--- config.mk ---
export PLATFORM = sky130hd
export DESIGN_NAME = intersection_sequencer
export DESIGN_NICKNAME = d
export VERILOG_FILES = /design/src/rtl/intersection_sequencer.sv
export SDC_FILE = /design/constraint.sdc
export NUM_CORES = 1
export LEC_CHECK = 0
export CAP_MARGIN = 25
export CELL_PAD_IN_SITES_DETAIL_PLACEMENT = 2
export CELL_PAD_IN_SITES_GLOBAL_PLACEMENT = 2
export CORE_UTILIZATION = 31
export CTS_CLUSTER_SIZE = 28
export DETAILED_ROUTE_END_ITERATION = 10
export GPL_ROUTABILITY_DRIVEN = 0
export PLACE_DENSITY_LB_ADDON = 0.08
export RECOVER_POWER = 25
export SLEW_MARGIN = 20
export SYNTH_ARGS = -nofsm -noshare
export SYNTH_HDL_FRONTEND = slang
export SYNTH_SLANG_ARGS = --single-unit
--- constraint.sdc ---
create_clock -name clk -period 2.5 [get_ports clk]
set_input_delay 0.25 -clock clk [delete_from_list [all_inputs] [get_ports clk]]
set_output_delay 0.25 -clock clk [all_outputs]
set_load 0.05 [all_outputs]
--- src/rtl/intersection_sequencer.sv ---
// N-way intersection controller: round-robin green rotation with yellow and all-red
// clearance, priority preemption, per-way force-red skipping and flashing-yellow attention.
module intersection_sequencer #(
    parameter int N_WAYS    = 4,
    parameter int TIMER_W   = 8,
    parameter int GREEN_T   = 20,
    parameter int MIN_GREEN = 5,
    parameter int YELLOW_T  = 3,
    parameter int ALLRED_T  = 2
) (
    input  logic                        clk,
    input  logic                        rst,
    input  logic                        tick,
    input  logic                        attention,
    input  logic [N_WAYS-1:0]           force_red,
    input  logic [N_WAYS-1:0]           preferential,
    output logic [N_WAYS*3-1:0]         lights,
    output logic [$clog2(N_WAYS)-1:0]   active_way,
    output logic [2:0]                  phase
);
    localparam int AW = $clog2(N_WAYS);

    typedef enum logic [2:0] {
        ST_ALL_RED = 3'd0,
        ST_GREEN   = 3'd1,
        ST_YELLOW  = 3'd2,
        ST_FLASH   = 3'd3
    } state_t;

    state_t              state_reg, state_next;
    logic [TIMER_W-1:0]  cnt_reg, cnt_next;
    logic [AW-1:0]       last_way_reg, last_way_next;
    logic [AW-1:0]       active_way_reg, active_way_next;
    logic                flash_on_reg, flash_on_next;
    logic [N_WAYS*3-1:0] lights_reg, lights_next;

    logic [N_WAYS-1:0]   cand, pref_cand, active_mask;
    logic [AW-1:0]       pick;
    logic                any_cand, expire, preempt;

    // Preferential requests win (lowest index); otherwise the first candidate after last_way.
    always_comb begin
        cand      = ~force_red;
        pref_cand = cand & preferential;
        any_cand  = |cand;
        pick      = '0;
        if (|pref_cand) begin
            for (int i = N_WAYS - 1; i >= 0; i--) begin
                if (pref_cand[i]) pick = AW'(i);
            end
        end else begin
            for (int k = N_WAYS; k >= 1; k--) begin
                if (cand[(int'(last_way_reg) + k) % N_WAYS])
                    pick = AW'((int'(last_way_reg) + k) % N_WAYS);
            end
        end
    end

    assign active_mask = N_WAYS'(1) << active_way_reg;
    assign expire      = tick && (cnt_reg == '0);
    // elapsed >= MIN_GREEN rewritten as a bound on the down-counter
    assign preempt     = tick && (|(pref_cand & ~active_mask))
                         && (cnt_reg <= TIMER_W'(GREEN_T - 1 - MIN_GREEN));

    always_comb begin
        state_next      = state_reg;
        cnt_next        = cnt_reg;
        last_way_next   = last_way_reg;
        active_way_next = active_way_reg;
        flash_on_next   = flash_on_reg;
        if (tick && cnt_reg != '0)
            cnt_next = cnt_reg - TIMER_W'(1);

        if (attention) begin
            if (state_reg != ST_FLASH) begin
                state_next    = ST_FLASH;
                flash_on_next = 1'b1;
            end else if (tick) begin
                flash_on_next = ~flash_on_reg;
            end
        end else begin
            case (state_reg)
                ST_ALL_RED: begin
                    if (expire) begin
                        if (any_cand) begin
                            state_next      = ST_GREEN;
                            active_way_next = pick;
                            last_way_next   = pick;
                            cnt_next        = TIMER_W'(GREEN_T - 1);
                        end else begin
                            cnt_next = TIMER_W'(ALLRED_T - 1);
                        end
                    end
                end
                ST_GREEN: begin
                    if (force_red[active_way_reg] || expire || preempt) begin
                        state_next = ST_YELLOW;
                        cnt_next   = TIMER_W'(YELLOW_T - 1);
                    end
                end
                ST_YELLOW: begin
                    if (expire) begin
                        state_next = ST_ALL_RED;
                        cnt_next   = TIMER_W'(ALLRED_T - 1);
                    end
                end
                default: begin
                    state_next    = ST_ALL_RED;
                    cnt_next      = TIMER_W'(ALLRED_T - 1);
                    flash_on_next = 1'b0;
                end
            endcase
        end
    end

    // Lamps are decoded from the next state so they register alongside phase.
    for (genvar gi = 0; gi < N_WAYS; gi++) begin : g_lamp
        logic [2:0] lamp;
        always_comb begin
            lamp = 3'b100;
            case (state_next)
                ST_GREEN:  if (active_way_next == AW'(gi)) lamp = 3'b001;
                ST_YELLOW: if (active_way_next == AW'(gi)) lamp = 3'b010;
                ST_FLASH:  lamp = flash_on_next ? 3'b010 : 3'b000;
                default:   lamp = 3'b100;
            endcase
        end
        assign lights_next[3*gi +: 3] = lamp;
    end

    always_ff @(posedge clk) begin
        if (rst) begin
            state_reg      <= ST_ALL_RED;
            cnt_reg        <= TIMER_W'(ALLRED_T - 1);
            last_way_reg   <= AW'(N_WAYS - 1);
            active_way_reg <= '0;
            flash_on_reg   <= 1'b0;
            lights_reg     <= {N_WAYS{3'b100}};
        end else begin
            state_reg      <= state_next;
            cnt_reg        <= cnt_next;
            last_way_reg   <= last_way_next;
            active_way_reg <= active_way_next;
            flash_on_reg   <= flash_on_next;
            lights_reg     <= lights_next;
        end
    end

    assign lights     = lights_reg;
    assign active_way = active_way_reg;
    assign phase      = state_reg;
endmodule

==> flow_summary_export.csv, run 1 <==
group,metric,value,unit
outcome,outcome,"finished clean",
pwr,ir_worst_vdd,0.285,mV
global_routing,antenna_found_initial,0,
die,fp.dieH,74.7,um
timing,hold_viol_final,0,
timing,fin_crit_sh,0.939,
clock_network,clk_latency,0.28,ns
timing,fin_skew,0.0121,ns
timing,relSlewSlack,0.649,
clock_network,clockRootBuffer,"clkbuf_8",
global_routing,busiest_layer,"met2",
global_routing,grt_pass1_vias,1721,
drt,wirelength,5420,um
worst_setup_path,worstSetupEndpointType,"register",
pwr,power,1.15,mW
pwr,p_per_area,539,nW/um^2
drt,ant_nets,0,
global_routing,grt_usage,0.202,
run,cap_violations,0,
final_layout,fin_nets,247,
synth,ys_dominant_reg_cell,"dfxtp_1",
synth,ys_warn_count,0,
timing,worst_pin_slew,0.519,ns
final_layout,antenna_cells,0,
global_routing,grt_overflow_total,0,
timing,hold_slack,0.521,ns
synth,synth_nets,210,
clock_network,ctsHoldBuffers,0,
synth,synth_edf_count,0,
global_routing,use_met3,0.0308,
placed_design,io_buffers,28,
timing,maxSlewViolCount,0,
drt,via_per_inst,5.47,
clock_network,cts_sinks,28,
timing,fmax,426,MHz
global_routing,grt_max_degree,17,
clock_network,clockBufferDepth,2,
pwr,power.leakage,0.844,nW
die,start_util,0.320,
die,core-area,5110,um^2
clock_network,cts_max_level,1,
timing,final.setup.tns,0,ns
synth,async_flop_share,0,
timing,period_minus_slack,2.35,ns
worst_setup_path,arrival,2.52,ns
worst_setup_path,path_max_fanout,4,
final_layout,largest_reg_flops,12,
synth,syn-instance-count,195,
drt,drt_first_iter_violations,56,
synth,syn_area,1640,um^2
timing,grt_setup_unrepaired,"false",
worst_setup_path,startpoint_type,"register",
synth,ys_ff_latch,28,
final_layout,syn2layout_area_growth,30.9,%
drt,first_pass_iters,4,
drt,vias,1645,
global_routing,grt_use_met1,0.237,
final_layout,drive_gt1_frac,0.143,
die,die_w,74.7,um
synth,syn_avg_cell_area,8.39,um^2
timing,setup_violations,0,
global_routing,gr-usage-met2,0.376,
die,rows,26,
synth,seq_area_frac_synth,0.343,
clock_network,cts-buffers-inserted,3,
die,ios,29,
clock_network,cts_tree,"built",
synth,synth_cell_type_count,63,
drt,wl_per_cell,18.0,um
worst_setup_path,cp.required,2.67,ns
final_layout,final_util,0.419,
worst_setup_path,criticalPathCategory,"register to register",
drt,drc,0,
die,dieArea,5570,um^2
global_routing,grt_pass1_wl,8460,um
clock_network,clk_pin_slew,0.11,ns
placed_design,dp_hpwl,4210,um
worst_hold_path,hp-class,"register to register",
==> what timing repair did <==
action / CTS / global route
setup endpoints to repair: 0 / 7
buffers inserted: 0 / 0
resized for setup: 0 / 4
==> final timing paths <==
kind,from,to,slack (ns),cells past startpoint
setup / recovery,cnt_reg[0],lights[11],0.15,9
hold / removal,flash_on_reg,flash_on_reg,0.52,2
setup reg to reg,cnt_reg[0],lights[11],0.15,9
hold reg to reg,flash_on_reg,flash_on_reg,0.52,2
==> synth_stat cells, drive strengths merged (2+ instances only) <==
cell / count / area [um^2]
o22ai: 2 / 12.5
and2: 3 / 20.0
a21oi: 12 / 60.1
a21boi: 2 / 18.8
a211oi: 3 / 22.5
nand3: 2 / 10.0
clkbuf: 7 / 36.3
or2: 2 / 12.5
nor3b: 2 / 20.0
nand4: 3 / 33.8
o31a: 2 / 17.5
a211o: 2 / 17.5
nor4: 4 / 40.0
o211ai: 3 / 22.5
inv: 6 / 22.5
nor2b: 10 / 62.6
xor2: 3 / 26.3
o31ai: 3 / 22.5
nand4b: 2 / 17.5
nor2: 17 / 66.3
nand2: 18 / 67.6
a31oi: 7 / 43.8
o21ai: 12 / 60.1
nand2b: 3 / 18.8
nor3: 8 / 51.3
dfxtp: 28 / 561
ha: 3 / 37.5
==> cell usage in the layout (no fill, tap or decap), drive strengths merged, types with 4 or more instances in the layout <==
cell and n:
nor2b 10, o21ai 12, dfxtp 28, a21oi 12
nor3 8, nor2 17, clkdlybuf4s50 18, dlygate4sd3 10
nor4 4, inv 6, buf 12, a31oi 7
nand2 18
==> where the power goes <==
part / total (mW) / leakage [nW] / internal, mW / switching, mW
clock: 0.365 / 0.0357 / 0.215 / 0.150
sequential: 0.491 / 0.230 / 0.468 / 0.0230
combinational: 0.298 / 0.578 / 0.121 / 0.178
total: 1.15 / 0.844 / 0.804 / 0.351
==> layer usage <==
layer / wire length (um) / vias up
li1: - / 787
met1: 2350 / 821
met2: 2860 / 29
met3: 146 / 8
met4: 66 / 0
met5: 0 / -
==> cell families (layout without fill, tap and decap cells) <==
group                      Yosys count  count (layout)  synth area share
buffers and inverters               15              51            0.0451
muxes                                3               3            0.0268
and+or+nand+nor                     82              82             0.298
xor gates and xnor gates             4               4            0.0214
adders and majority gates            3               3            0.0229
DFF                                 28              28             0.343
AOI/OAI and AO/OA                   59              59             0.241
other                                1               1           0.00229
==> critical path, stage by stage, from the launching register on <==
cell       delay (ns)
dfxtp_1          0.36
inv_1            0.14
ha_1             0.18
nor4bb_2         0.35
buf_4            0.18
o2111ai_1        0.22
nor3_2           0.37
nand2_1          0.12
nand2_1          0.19
a31oi_1          0.11
==> metrics by stage <==
step / instance area, um^2 / worst slack (ns) / instances
after detailed placement: 2050 / -0.112 / 297
after global routing: 2140 / 0.00628 / 301
final: 2140 / 0.152 / 301
after floorplan: 1640 / 0.314 / 195
after CTS: 2120 / 0.0585 / 301
after global placement: 2050 / -0.0105 / 297
==> cell type report <==
cell class	count	area, um^2
Multi-Input combinational cell	152	1030
Clock inverter	1	30.0
Fill cell	580	2970
Timing Repair Buffer	40	370
Tap cell	70	87.6
Sequential cell	28	561
Clock buffer	3	41.3
Inverter	7	26.3
Note: power is estimated with default switching activity, not from simulation.
==> run 2: changes to the inputs <==
Settings changed: ABC_CLOCK_PERIOD_IN_PS set to 2500.
==> results of run 2 <==
No change in the layout: final DEF, timing and power equal those of run 1.
==> run 3: changes to the inputs <==
Settings changed: SETUP_SLACK_MARGIN set to 0.5.
==> run 3 against run 2 <==
Net effect: sequential share of layout area decreased by 3.2 points; clock skew increased by 0.0016 ns; register-to-register slack improved by 0.32 ns; sequential cell count did not move; die area did not move; global-route usage up 2.7 points; via count up 6.7%; first-iteration DRC count shrank 27%; non-clock buffer count up 18; clock power is 4% higher; count of clock-buffer cells in the layout did not move; final cell count grew 6.0%; critical endpoint is now lights[4]; largest cell class unchanged; highest routed layer unchanged.
==> flow_summary_export.csv, run 3 (synthesis gave the netlist of run 1 again) <==
group,metric,value,unit
drt,drc,0,
die,die_w,74.7,um
timing,timing.final.ws_setup,0.460,ns
worst_hold_path,hp-class,"register to register",
worst_setup_path,reg2reg_setup_slack,0.47,ns
worst_setup_path,startpoint_type,"input pin",
worst_setup_path,r2r_cells,6,
timing,relSlewSlack,0.559,
final_layout,syn2layout_area_growth,52.5,%
placed_design,dp_hpwl,4330,um
worst_setup_path,cp.required,2.69,ns
final_layout,multi_input_area,1220,um^2
final_layout,largest_reg_flops,12,
final_layout,antenna_cells,0,
timing,final.setup.tns,0,ns
worst_setup_path,cp_slowest_cell,"clkdlybuf4s50_1",
worst_setup_path,criticalPathCategory,"input pin to register",
final_layout,final_common_cell,"buf_4",
die,fp.dieH,74.7,um
global_routing,grt_pass1_wl,9600,um
run,cap_violations,0,
worst_setup_path,critPathMaxStageDelay,0.47,ns
worst_setup_path,crit_family,"simple AND/OR/NAND/NOR gates",
pwr,p_per_area,506,nW/um^2
worst_setup_path,worst-path-stages,7,
timing,fin_skew,0.0137,ns
clock_network,cts_tree,"built",
worst_setup_path,crit_start,"preferential[2]",
timing,fin_crit_sh,0.816,
drt,wl_per_cell,21.1,um
pwr,power.leakage,0.987,nW
final_layout,register_area,573,um^2
worst_setup_path,rr_startpoint,"phase[0]",
worst_setup_path,worstSetupEndpointType,"register",
clock_network,cts_sinks,28,
global_routing,grt_max_degree,17,
clock_network,ctsHoldBuffers,0,
timing,hold_viol_final,0,
worst_setup_path,path_max_fanout,7,
die,rows,26,
die,dieArea,5570,um^2
die,core-area,5110,um^2
clock_network,clockRootBuffer,"clkbuf_8",
timing,setup_violations,0,
timing,grt_setup_unrepaired,"true",
global_routing,grt_usage,0.229,
worst_setup_path,critical_path_buf_inv_count,1,
global_routing,grt_overflow_total,0,
clock_network,cts-buffers-inserted,3,
final_layout,stdcell_count,319,
global_routing,grt_pass1_vias,1846,
die,ios,29,
final_layout,drive_gt1_frac,0.329,
worst_setup_path,crit_chain,"clkdlybuf4s50_1 -> nor2b_1 -> nor4_1 -> o211a_1 -> a211oi_4 -> or2_4 -> o31ai_1",
drt,vias,1755,
final_layout,final_cell_mix,"28 x buf_4, 22 x dfxtp_1, 15 x nand2_1, 15 x clkdlybuf4s50_1, 13 x nor2_1",
clock_network,clk_latency,0.29,ns
die,start_util,0.320,
final_layout,num-fill-cells,557,
clock_network,clockBufferDepth,2,
final_layout,fin_nets,265,
drt,wirelength,6730,um
placed_design,dp.cells,295,
global_routing,antenna_found_initial,0,
clock_network,clk_pin_slew,0.10,ns
drt,ant_nets,0,
placed_design,io_buffers,28,
worst_setup_path,arrival,2.23,ns
timing,worst_pin_slew,0.654,ns
clock_network,cts_max_level,1,
timing,fmax,490,MHz
drt,first_pass_iters,4,
drt,via_per_inst,5.50,
timing,period_minus_slack,2.04,ns
pwr,ir_worst_vdd,0.260,mV
outcome,outcome,"finished clean",
timing,maxSlewViolCount,0,
placed_design,pre_cts_slack,-0.0402,ns
drt,drt_first_iter_violations,41,
worst_setup_path,crit_path_end,"lights[4]",
timing,hold_slack,0.535,ns
worst_setup_path,reg2reg_to,"lights[7]",
-- run 3: cell count changes in the layout (fill, tap and decap cells not counted), moves of 3 or more --
cell and delta:
dfxtp_1 -6, clkdlybuf4s50_1 -3, nand2_2 +3, dfxtp_2 +4, buf_4 +16, o21ai_0 -3, nor2_1 -3, nand2_1 -3
nor2b_1 -3
-- run 3: worst reg2reg max path, cell delays in order (launching register included) --
cell,delay (ns)
dfxtp_2,0.41
nor4_2,0.48
o2111ai_4,0.25
nand2_2,0.16
a21boi_4,0.31
o21bai_4,0.19
o21ai_1,0.07
-- run 3: report_power, final --
| part | total [mW] | switching, mW | internal, mW |
|---|---|---|---|
| sequential | 0.496 | 0.0274 | 0.469 |
| clock | 0.379 | 0.164 | 0.215 |
| combinational | 0.387 | 0.224 | 0.163 |
-- run 3: routing by layer --
layer	share of wire	global-route usage	vias up	routed length, um
met2	0.55	0.445	40	3720
met3	0.022	0.0241	14	146
li1	-	-	824	-
met1	0.40	0.261	877	2670
met4	0.028	0.0650	0	186
met5	0	0	-	0
-- run 3: final cells by class --
| cell class | count | share of cell area |
|---|---|---|
| Multi-Input combinational cell | 152 | 0.488 |
| Tap cell | 70 | 0.0351 |
| Timing Repair Buffer | 58 | 0.207 |
| Clock inverter | 1 | 0.0120 |
| Sequential cell | 28 | 0.230 |
| Clock buffer | 3 | 0.0165 |
| Inverter | 7 | 0.0125 |
-- run 3: what timing repair did --
item	in CTS	in global routing
setup buffers	9	11
gates resized for setup	31	27
gates cloned	0	0
pin swaps	12	13
setup endpoints to repair	25	23
-- run 3: worst min-delay path by stage --
stage | from | end | slack, ns | cells after the start
6_report | flash_on_reg | flash_on_reg | 0.53 | 2
4_1_cts | flash_on_reg | flash_on_reg | 0.53 | 2
3_5_place_dp | flash_on_reg | flash_on_reg | 0.52 | 2
3_3_place_gp | flash_on_reg | flash_on_reg | 0.49 | 2
5_1_grt | flash_on_reg | flash_on_reg | 0.57 | 2
2_1_floorplan | attention | last_way_reg[1] | 0.45 | 2
-- run 3: through the flow --
| step | util | cell area [um^2] | total power, mW |
|---|---|---|---|
| final | 0.489 | 2500 | 1.26 |
| after global routing | 0.489 | 2500 | 1.31 |
| after CTS | 0.452 | 2310 | 1.22 |
| after detailed placement | 0.402 | 2050 | 0.801 |
| after global placement | 0.402 | 2050 | 0.787 |
| after floorplan | - | 1660 | 0.694 |
